<file path="config.mk">
export PLATFORM = sky130hd
export DESIGN_NAME = ysyx_bus_rarb
export DESIGN_NICKNAME = d
export VERILOG_FILES = /design/src/rtl/ysyx_bus_rarb_pkg.sv /design/src/rtl/ysyx_bus_rarb_rstrb2size.sv /design/src/rtl/ysyx_bus_rarb.sv
export SDC_FILE = /design/constraint.sdc
export NUM_CORES = 1
export LEC_CHECK = 0
export ABC_CLOCK_PERIOD_IN_PS = 2700
export BUFFER_PORTS_ARGS = -buffer_cell sky130_fd_sc_hd__clkbuf_2
export CELL_PAD_IN_SITES_DETAIL_PLACEMENT = 2
export CELL_PAD_IN_SITES_GLOBAL_PLACEMENT = 2
export CORE_MARGIN = 10
export CORE_UTILIZATION = 20
export CTS_CLUSTER_DIAMETER = 60
export DETAILED_ROUTE_END_ITERATION = 12
export PLACE_DENSITY = 0.83
export SETUP_SLACK_MARGIN = 0.1
export SYNTH_ARGS = -nofsm -noshare
export SYNTH_HDL_FRONTEND = slang
export SYNTH_SLANG_ARGS = --single-unit
export TNS_END_PERCENT = 100
</file>
<file path="constraint.sdc">
create_clock -name clock -period 2.7 [get_ports clock]
set_input_delay 0.405 -clock clock [delete_from_list [all_inputs] [get_ports clock]]
set_output_delay 0.405 -clock clock [all_outputs]
set_load 0.05 [all_outputs]
</file>
<file path="src/rtl/ysyx_bus_rarb_pkg.sv">
// ysyx_bus_rarb_pkg
// Shared definitions for the read-channel arbiter: FSM state codes, AXI
// burst/size encodings, default arid values and the grant-owner type.
// No ports; imported by ysyx_bus_rarb and ysyx_bus_rarb_rstrb2size.
package ysyx_bus_rarb_pkg;

    // Arbiter FSM states
    localparam logic [2:0] ST_IDLE   = 3'd0;
    localparam logic [2:0] ST_AR_IFU = 3'd1;
    localparam logic [2:0] ST_R_IFU  = 3'd2;
    localparam logic [2:0] ST_AR_LSU = 3'd3;
    localparam logic [2:0] ST_R_LSU  = 3'd4;

    // AXI burst type and transfer-size encodings
    localparam logic [1:0] BURST_INCR = 2'b01;
    localparam logic [2:0] SIZE_1B    = 3'd0;
    localparam logic [2:0] SIZE_2B    = 3'd1;
    localparam logic [2:0] SIZE_4B    = 3'd2;
    localparam logic [2:0] SIZE_8B    = 3'd3;

    // Default AXI ids for the two requesters
    localparam logic [3:0] DEFAULT_IFU_ID = 4'd0;
    localparam logic [3:0] DEFAULT_LSU_ID = 4'd1;

    // Which requester owned the most recent grant
    typedef enum logic {
        GRANT_IFU = 1'b0,
        GRANT_LSU = 1'b1
    } grant_e;

endpackage

</file>
<file path="src/rtl/ysyx_bus_rarb_rstrb2size.sv">
// ysyx_bus_rarb_rstrb2size
// Converts an LSU byte strobe into an AXI arsize code. Only the four
// low-aligned contiguous strobes map to their natural size; anything else
// falls back to a word access.
// Ports:
//   rstrb  in  8  LSU byte strobe
//   size   out 3  AXI arsize
module ysyx_bus_rarb_rstrb2size
    import ysyx_bus_rarb_pkg::*;
(
    input  logic [7:0] rstrb,
    output logic [2:0] size
);

    always_comb begin
        size = SIZE_4B;
        case (rstrb)
            8'h01:   size = SIZE_1B;
            8'h03:   size = SIZE_2B;
            8'h0F:   size = SIZE_4B;
            8'hFF:   size = SIZE_8B;
            default: size = SIZE_4B;
        endcase
    end

endmodule

</file>
<file path="src/rtl/ysyx_bus_rarb.sv">
// ysyx_bus_rarb
// Shares the single AXI4 master AR/R channel between the IFU (burst
// instruction refill) and the LSU (single-beat load). Handles grant
// ordering, burst framing, arsize encoding and suppression of IFU beats
// after a pipeline flush. The write path is not touched here.
// Ports:
//   clock, reset                 clock, synchronous active-high reset
//   flush                        pipeline flush, hides remaining IFU beats
//   ifu_arvalid/araddr/lock      IFU request, burst-aligned address, hold hint
//   out_ifu_ready                1-cycle pulse on IFU AR handshake
//   out_ifu_rdata/rvalid/rlast   IFU beat return
//   lsu_arvalid/araddr/rstrb     LSU load request, address, byte strobe
//   out_lsu_rdata/rvalid         LSU load return
//   out_rerr                     pulse for any granted beat with rresp != 0
//   io_master_ar*                AXI read address channel
//   io_master_r*                 AXI read data channel
module ysyx_bus_rarb
    import ysyx_bus_rarb_pkg::*;
#(
    parameter int         XLEN      = 32,
    parameter int         IFU_BEATS = 4,
    parameter logic [3:0] IFU_ID    = DEFAULT_IFU_ID,
    parameter logic [3:0] LSU_ID    = DEFAULT_LSU_ID
) (
    input  logic            clock,
    input  logic            reset,
    input  logic            flush,

    input  logic            ifu_arvalid,
    input  logic [XLEN-1:0] ifu_araddr,
    input  logic            ifu_lock,
    output logic            out_ifu_ready,
    output logic [XLEN-1:0] out_ifu_rdata,
    output logic            out_ifu_rvalid,
    output logic            out_ifu_rlast,

    input  logic            lsu_arvalid,
    input  logic [XLEN-1:0] lsu_araddr,
    input  logic [7:0]      lsu_rstrb,
    output logic [XLEN-1:0] out_lsu_rdata,
    output logic            out_lsu_rvalid,

    output logic            out_rerr,

    output logic            io_master_arvalid,
    output logic [XLEN-1:0] io_master_araddr,
    output logic [3:0]      io_master_arid,
    output logic [7:0]      io_master_arlen,
    output logic [2:0]      io_master_arsize,
    output logic [1:0]      io_master_arburst,
    input  logic            io_master_arready,

    input  logic            io_master_rvalid,
    input  logic [XLEN-1:0] io_master_rdata,
    input  logic [3:0]      io_master_rid,
    input  logic            io_master_rlast,
    input  logic [1:0]      io_master_rresp,
    output logic            io_master_rready
);

    localparam logic [7:0] IFU_LEN = 8'(IFU_BEATS - 1);

    logic [2:0]      state;
    grant_e          last_grant;
    logic            drop;
    logic [7:0]      beat_cnt;

    logic [XLEN-1:0] araddr_q;
    logic [3:0]      arid_q;
    logic [7:0]      arlen_q;
    logic [2:0]      arsize_q;
    logic [1:0]      arburst_q;

    logic [2:0]      lsu_size;
    logic            pick_ifu;
    logic            pick_lsu;
    logic            in_r_ifu;
    logic            in_r_lsu;
    logic            beat;
    logic            beat_done;

    ysyx_bus_rarb_rstrb2size u_rstrb2size (
        .rstrb (lsu_rstrb),
        .size  (lsu_size)
    );

    // Contention: ifu_lock pins the grant to the IFU, otherwise the side
    // that did not win last time goes first.
    always_comb begin
        pick_ifu = 1'b0;
        pick_lsu = 1'b0;
        if (ifu_arvalid && lsu_arvalid) begin
            if (ifu_lock || last_grant == GRANT_LSU) pick_ifu = 1'b1;
            else                                     pick_lsu = 1'b1;
        end else if (ifu_arvalid) begin
            pick_ifu = 1'b1;
        end else if (lsu_arvalid) begin
            pick_lsu = 1'b1;
        end
    end

    assign in_r_ifu  = (state == ST_R_IFU);
    assign in_r_lsu  = (state == ST_R_LSU);
    assign beat      = (in_r_ifu || in_r_lsu) && io_master_rvalid;
    // The beat count backs up rlast so a slave that forgets rlast cannot
    // keep the channel locked.
    assign beat_done = beat && (io_master_rlast || beat_cnt == arlen_q);

    // Grant FSM; the AR fields are captured at grant time so the requester
    // is free to drop its request afterwards.
    always_ff @(posedge clock) begin
        if (reset) begin
            state      <= ST_IDLE;
            last_grant <= GRANT_IFU;
            araddr_q   <= '0;
            arid_q     <= '0;
            arlen_q    <= '0;
            arsize_q   <= '0;
            arburst_q  <= '0;
        end else begin
            case (state)
                ST_IDLE: begin
                    if (pick_ifu) begin
                        state      <= ST_AR_IFU;
                        last_grant <= GRANT_IFU;
                        araddr_q   <= ifu_araddr;
                        arid_q     <= IFU_ID;
                        arlen_q    <= IFU_LEN;
                        arsize_q   <= SIZE_4B;
                        arburst_q  <= BURST_INCR;
                    end else if (pick_lsu) begin
                        state      <= ST_AR_LSU;
                        last_grant <= GRANT_LSU;
                        araddr_q   <= lsu_araddr;
                        arid_q     <= LSU_ID;
                        arlen_q    <= 8'd0;
                        arsize_q   <= lsu_size;
                        arburst_q  <= BURST_INCR;
                    end
                end
                ST_AR_IFU: if (io_master_arready) state <= ST_R_IFU;
                ST_R_IFU:  if (beat_done)         state <= ST_IDLE;
                ST_AR_LSU: if (io_master_arready) state <= ST_R_LSU;
                ST_R_LSU:  if (beat_done)         state <= ST_IDLE;
                default:                          state <= ST_IDLE;
            endcase
        end
    end

    // Beat counter and flush-drop flag both clear when the burst ends, so
    // the next transaction always starts clean.
    always_ff @(posedge clock) begin
        if (reset) begin
            beat_cnt <= '0;
            drop     <= 1'b0;
        end else begin
            if (beat_done)  beat_cnt <= '0;
            else if (beat)  beat_cnt <= beat_cnt + 8'd1;

            if (beat_done)
                drop <= 1'b0;
            else if (flush && (state == ST_AR_IFU || state == ST_R_IFU))
                drop <= 1'b1;
        end
    end

    assign io_master_arvalid = (state == ST_AR_IFU) || (state == ST_AR_LSU);
    assign io_master_araddr  = araddr_q;
    assign io_master_arid    = arid_q;
    assign io_master_arlen   = arlen_q;
    assign io_master_arsize  = arsize_q;
    assign io_master_arburst = arburst_q;
    assign io_master_rready  = in_r_ifu || in_r_lsu;

    assign out_ifu_ready  = (state == ST_AR_IFU) && io_master_arready;

    // A flush in the same cycle as a beat hides it immediately; the burst
    // itself still drains on AXI.
    assign out_ifu_rvalid = in_r_ifu && io_master_rvalid && !(drop || flush);
    assign out_ifu_rlast  = out_ifu_rvalid && (io_master_rlast || beat_cnt == arlen_q);
    assign out_ifu_rdata  = in_r_ifu ? io_master_rdata : '0;

    assign out_lsu_rvalid = in_r_lsu && io_master_rvalid;
    assign out_lsu_rdata  = in_r_lsu ? io_master_rdata : '0;

    assign out_rerr = beat && (io_master_rresp != 2'b00);

    // A beat carrying the wrong id is still consumed, but it points at a
    // slave or interconnect bug.
    rid_matches_grant: assert property (@(posedge clock) disable iff (reset)
        (beat |-> io_master_rid == arid_q));

endmodule

</file>
==> impl_metrics.tcl <==
set metrics [dict create \
    synth_flop_cell "dfxtp_1" \
    holdPathStages 3 \
    clockBufferDepth 2 \
    yosysSeqAreaShare 0.347 \
    layout-drive-gt1-share 0.464 \
    irDropWorstVdd_mv 0.275 \
    fin_skew_ns 0.00708 \
    yosysWarnings 0 \
    finalWirelength_um 13800 \
    hp-start "lsu_rstrb[1]" \
    mostFrequentLayoutCells "clkbuf_2, and2_1, dfxtp_1" \
    n_antenna_cell 0 \
    grt_pass1_wl_um 21600 \
    drt_iter0_markers 67 \
    antenna_left 0 \
    post_cts_buffers 0 \
    arrival_ns 1.92 \
    layout-area-overhead-vs-synth_pct 47.3 \
    reg2reg_slack_ns 0.74 \
    synth-edff-count 0 \
    die_area_um2 19300 \
    whs_endpoint "io_master_arsize[0]" \
    cp_max_fo 33 \
    cts_resized 0 \
    numCtsBuffers 5 \
    power_frac_seq 0.274 \
    p_leak_uw 0.00203 \
    outcome "complete, no violations" \
    drc 0 \
    cts.sinks 49 \
    pin_count 239 \
    fp.dieH_um 139 \
    powerDensity_nw_per_um2 842 \
    finalHoldViolCount 0 \
    busiest_layer "met2" \
    grt_pass1_vias 3721 \
    worst_ep_required_time_ns 2.30 \
    met3_usage 0.0490 \
    cts_max_level 2 \
    startpoint_type "register" \
    num_vias 3279 \
    fmax_ghz 0.430 \
    worst_pin_slew_ns 0.688 \
    io_buffers 223 \
    r2r-end "io_master_arlen[0]" \
    clkLatencyLatePin_ns 0.29 \
    grt_antenna_before_repair 0 \
    met1_usage 0.148 \
    rsz0062_at_grt "no" \
    path_class "reg2out" \
    start_util 0.204 \
    rr_worst_depth 4 \
    synth.avg_cell_area_um2 8.21 \
    cap_violations 0 \
    final_nets 673 \
    grt_max_degree 40 \
    p_sw_uw 1810 \
    clock_power_share 0.184 \
    die_x_um 139 \
    setup_viol 0 \
    cts.clk_slew.worst_paths_ns 0.07 \
    rows 43 \
    async_reset_ff_frac 0 \
    comb_power_share 0.543 \
    hold_ws_ns 0.375 \
    cts.root.buffer_cell "clkbuf_16" \
    synth.cell_area_um2 2830 \
    place.gp.congestion 0.964 \
    finalCritPeriodShare 0.862 \
    setup_tns_ns 0 \
    p_int_uw 1690 \
    grtUsageMet2 0.246 \
    syn_inst 344 \
    post-dp-hpwl_um 11700 \
    coreArea_um2 13900 \
    switching_share 0.517 \
    hold_buffers 0 \
    grt_overflow_total 0 \
    tritoncts "done" \
    nFillCells 1666 \
    min_path_type "in2reg" \
    finalCriticalPeriod_ns 2.33 \
    synth.distinct_cells 46 \
    ys_seq_elements 49 \
    regToRegStartpoint "state[2]" \
    vias_per_cell 4.47 \
    track_usage 0.136 \
    relSlewSlack 0.538 \
    wl_per_cell_um 18.8 \
    cp-end-kind "output pin" \
    first_pass_iters 4 \
    mostFrequentLayoutCell "clkbuf_2" \
    finalMaxSlewViolations 0 \
]
-- power groups by stage --
stage | Combinational (µW) | Clock (µW) | Sequential (µW)
after floorplan | 1160 | 0 | 1310
after global placement | 1880 | 0 | 967
after detailed placement | 1930 | 0 | 980
after CTS | 1940 | 675 | 964
after global routing | 2040 | 704 | 984
final | 1900 | 643 | 959
-- routing by layer --
layer	wire length, µm	up-vias
met5	0	-
met1	5470	1521
met4	113	0
li1	-	1581
met2	6960	172
met3	1250	5
-- worst max path at each step --
stage / startpoint / end / slack [ns] / cells after the start
finish: state[2] / out_lsu_rdata[5] / 0.37 / 4
global route: state[1] / out_ifu_rdata[15] / 0.21 / 4
CTS: state[1] / out_ifu_rdata[15] / 0.34 / 4
detailed placement: state[2] / out_lsu_rdata[9] / 0.66 / 4
global placement: state[2] / out_lsu_rdata[5] / 0.70 / 4
floorplan: state[0] / out_ifu_rlast / 0.13 / 4
-- cell type report --
| cell class | instances | area, µm² | share of cell area |
|---|---|---|---|
| clock buffer | 6 | 139 | 0.0334 |
| clock inverter | 2 | 13.8 | 0.00331 |
| inverter | 5 | 18.8 | 0.00451 |
| multi-input combinational | 264 | 1630 | 0.392 |
| sequential | 49 | 981 | 0.236 |
| tap | 180 | 225 | 0.0541 |
| timing repair buffer | 228 | 1150 | 0.277 |
-- logic make-up (layout without fill, tap and decap cells) --
group / after synthesis / count (layout) / share of synthesized area
buffers and inverters: 41 / 241 / 0.0992
AO/OA/AOI/OAI: 87 / 87 / 0.211
flip-flops: 49 / 49 / 0.347
XOR/XNOR: 6 / 6 / 0.0213
AND/OR/NAND/NOR: 158 / 158 / 0.312
other: 1 / 11 / 0.00133
multiplexers: 1 / 1 / 0.00354
adder cells (fa/ha/maj): 1 / 1 / 0.00443
-- registers in the layout, indices dropped and copies added, names as in the netlist --
name and flops:
io_master_arsize 2, drop 1, io_master_araddr 32, last_grant 1, io_master_arlen 1, beat_cnt 8, io_master_arburst 1, state 3
-- critical path, stage by stage, from the launching register on --
cell	delay, ns
dfxtp_1	0.59
nor3b_2	0.24
buf_4	0.29
and2_1	0.22
clkbuf_2	0.29
-- cell usage after synthesis, types with 2 or more instances --
library cell,count,area [µm²]
a21oi_1,36,180
a21oi_2,5,43.8
a22oi_1,29,218
a22oi_2,3,37.5
and2_1,66,413
and4_1,2,17.5
buf_2,2,10.0
buf_4,15,113
buf_6,9,101
clkbuf_1,10,37.5
dfxtp_1,49,981
inv_1,5,18.8
nand2_1,38,143
nand3_1,4,20.0
nand4_1,5,31.3
nor2_1,18,67.6
nor3_1,5,25.0
nor3b_1,3,22.5
nor4_1,5,31.3
o21ai_0,3,15.0
o31ai_1,2,15.0
or3_1,2,12.5
or4_1,2,15.0
xnor2_1,3,26.3
xor2_1,2,17.5
-- stage by stage --
step	util	std cells	total power, µW	worst slack (ns)	instance area [µm²]
floorplan	-	354	2470	0.128	2880
finish	0.300	734	3500	0.374	4160
global placement	0.289	726	2850	0.701	4010
detailed placement	0.289	726	2910	0.656	4010
global route	0.300	734	3730	0.215	4160
CTS	0.300	734	3580	0.341	4160
Note: power is estimated with default switching activity, not from simulation.
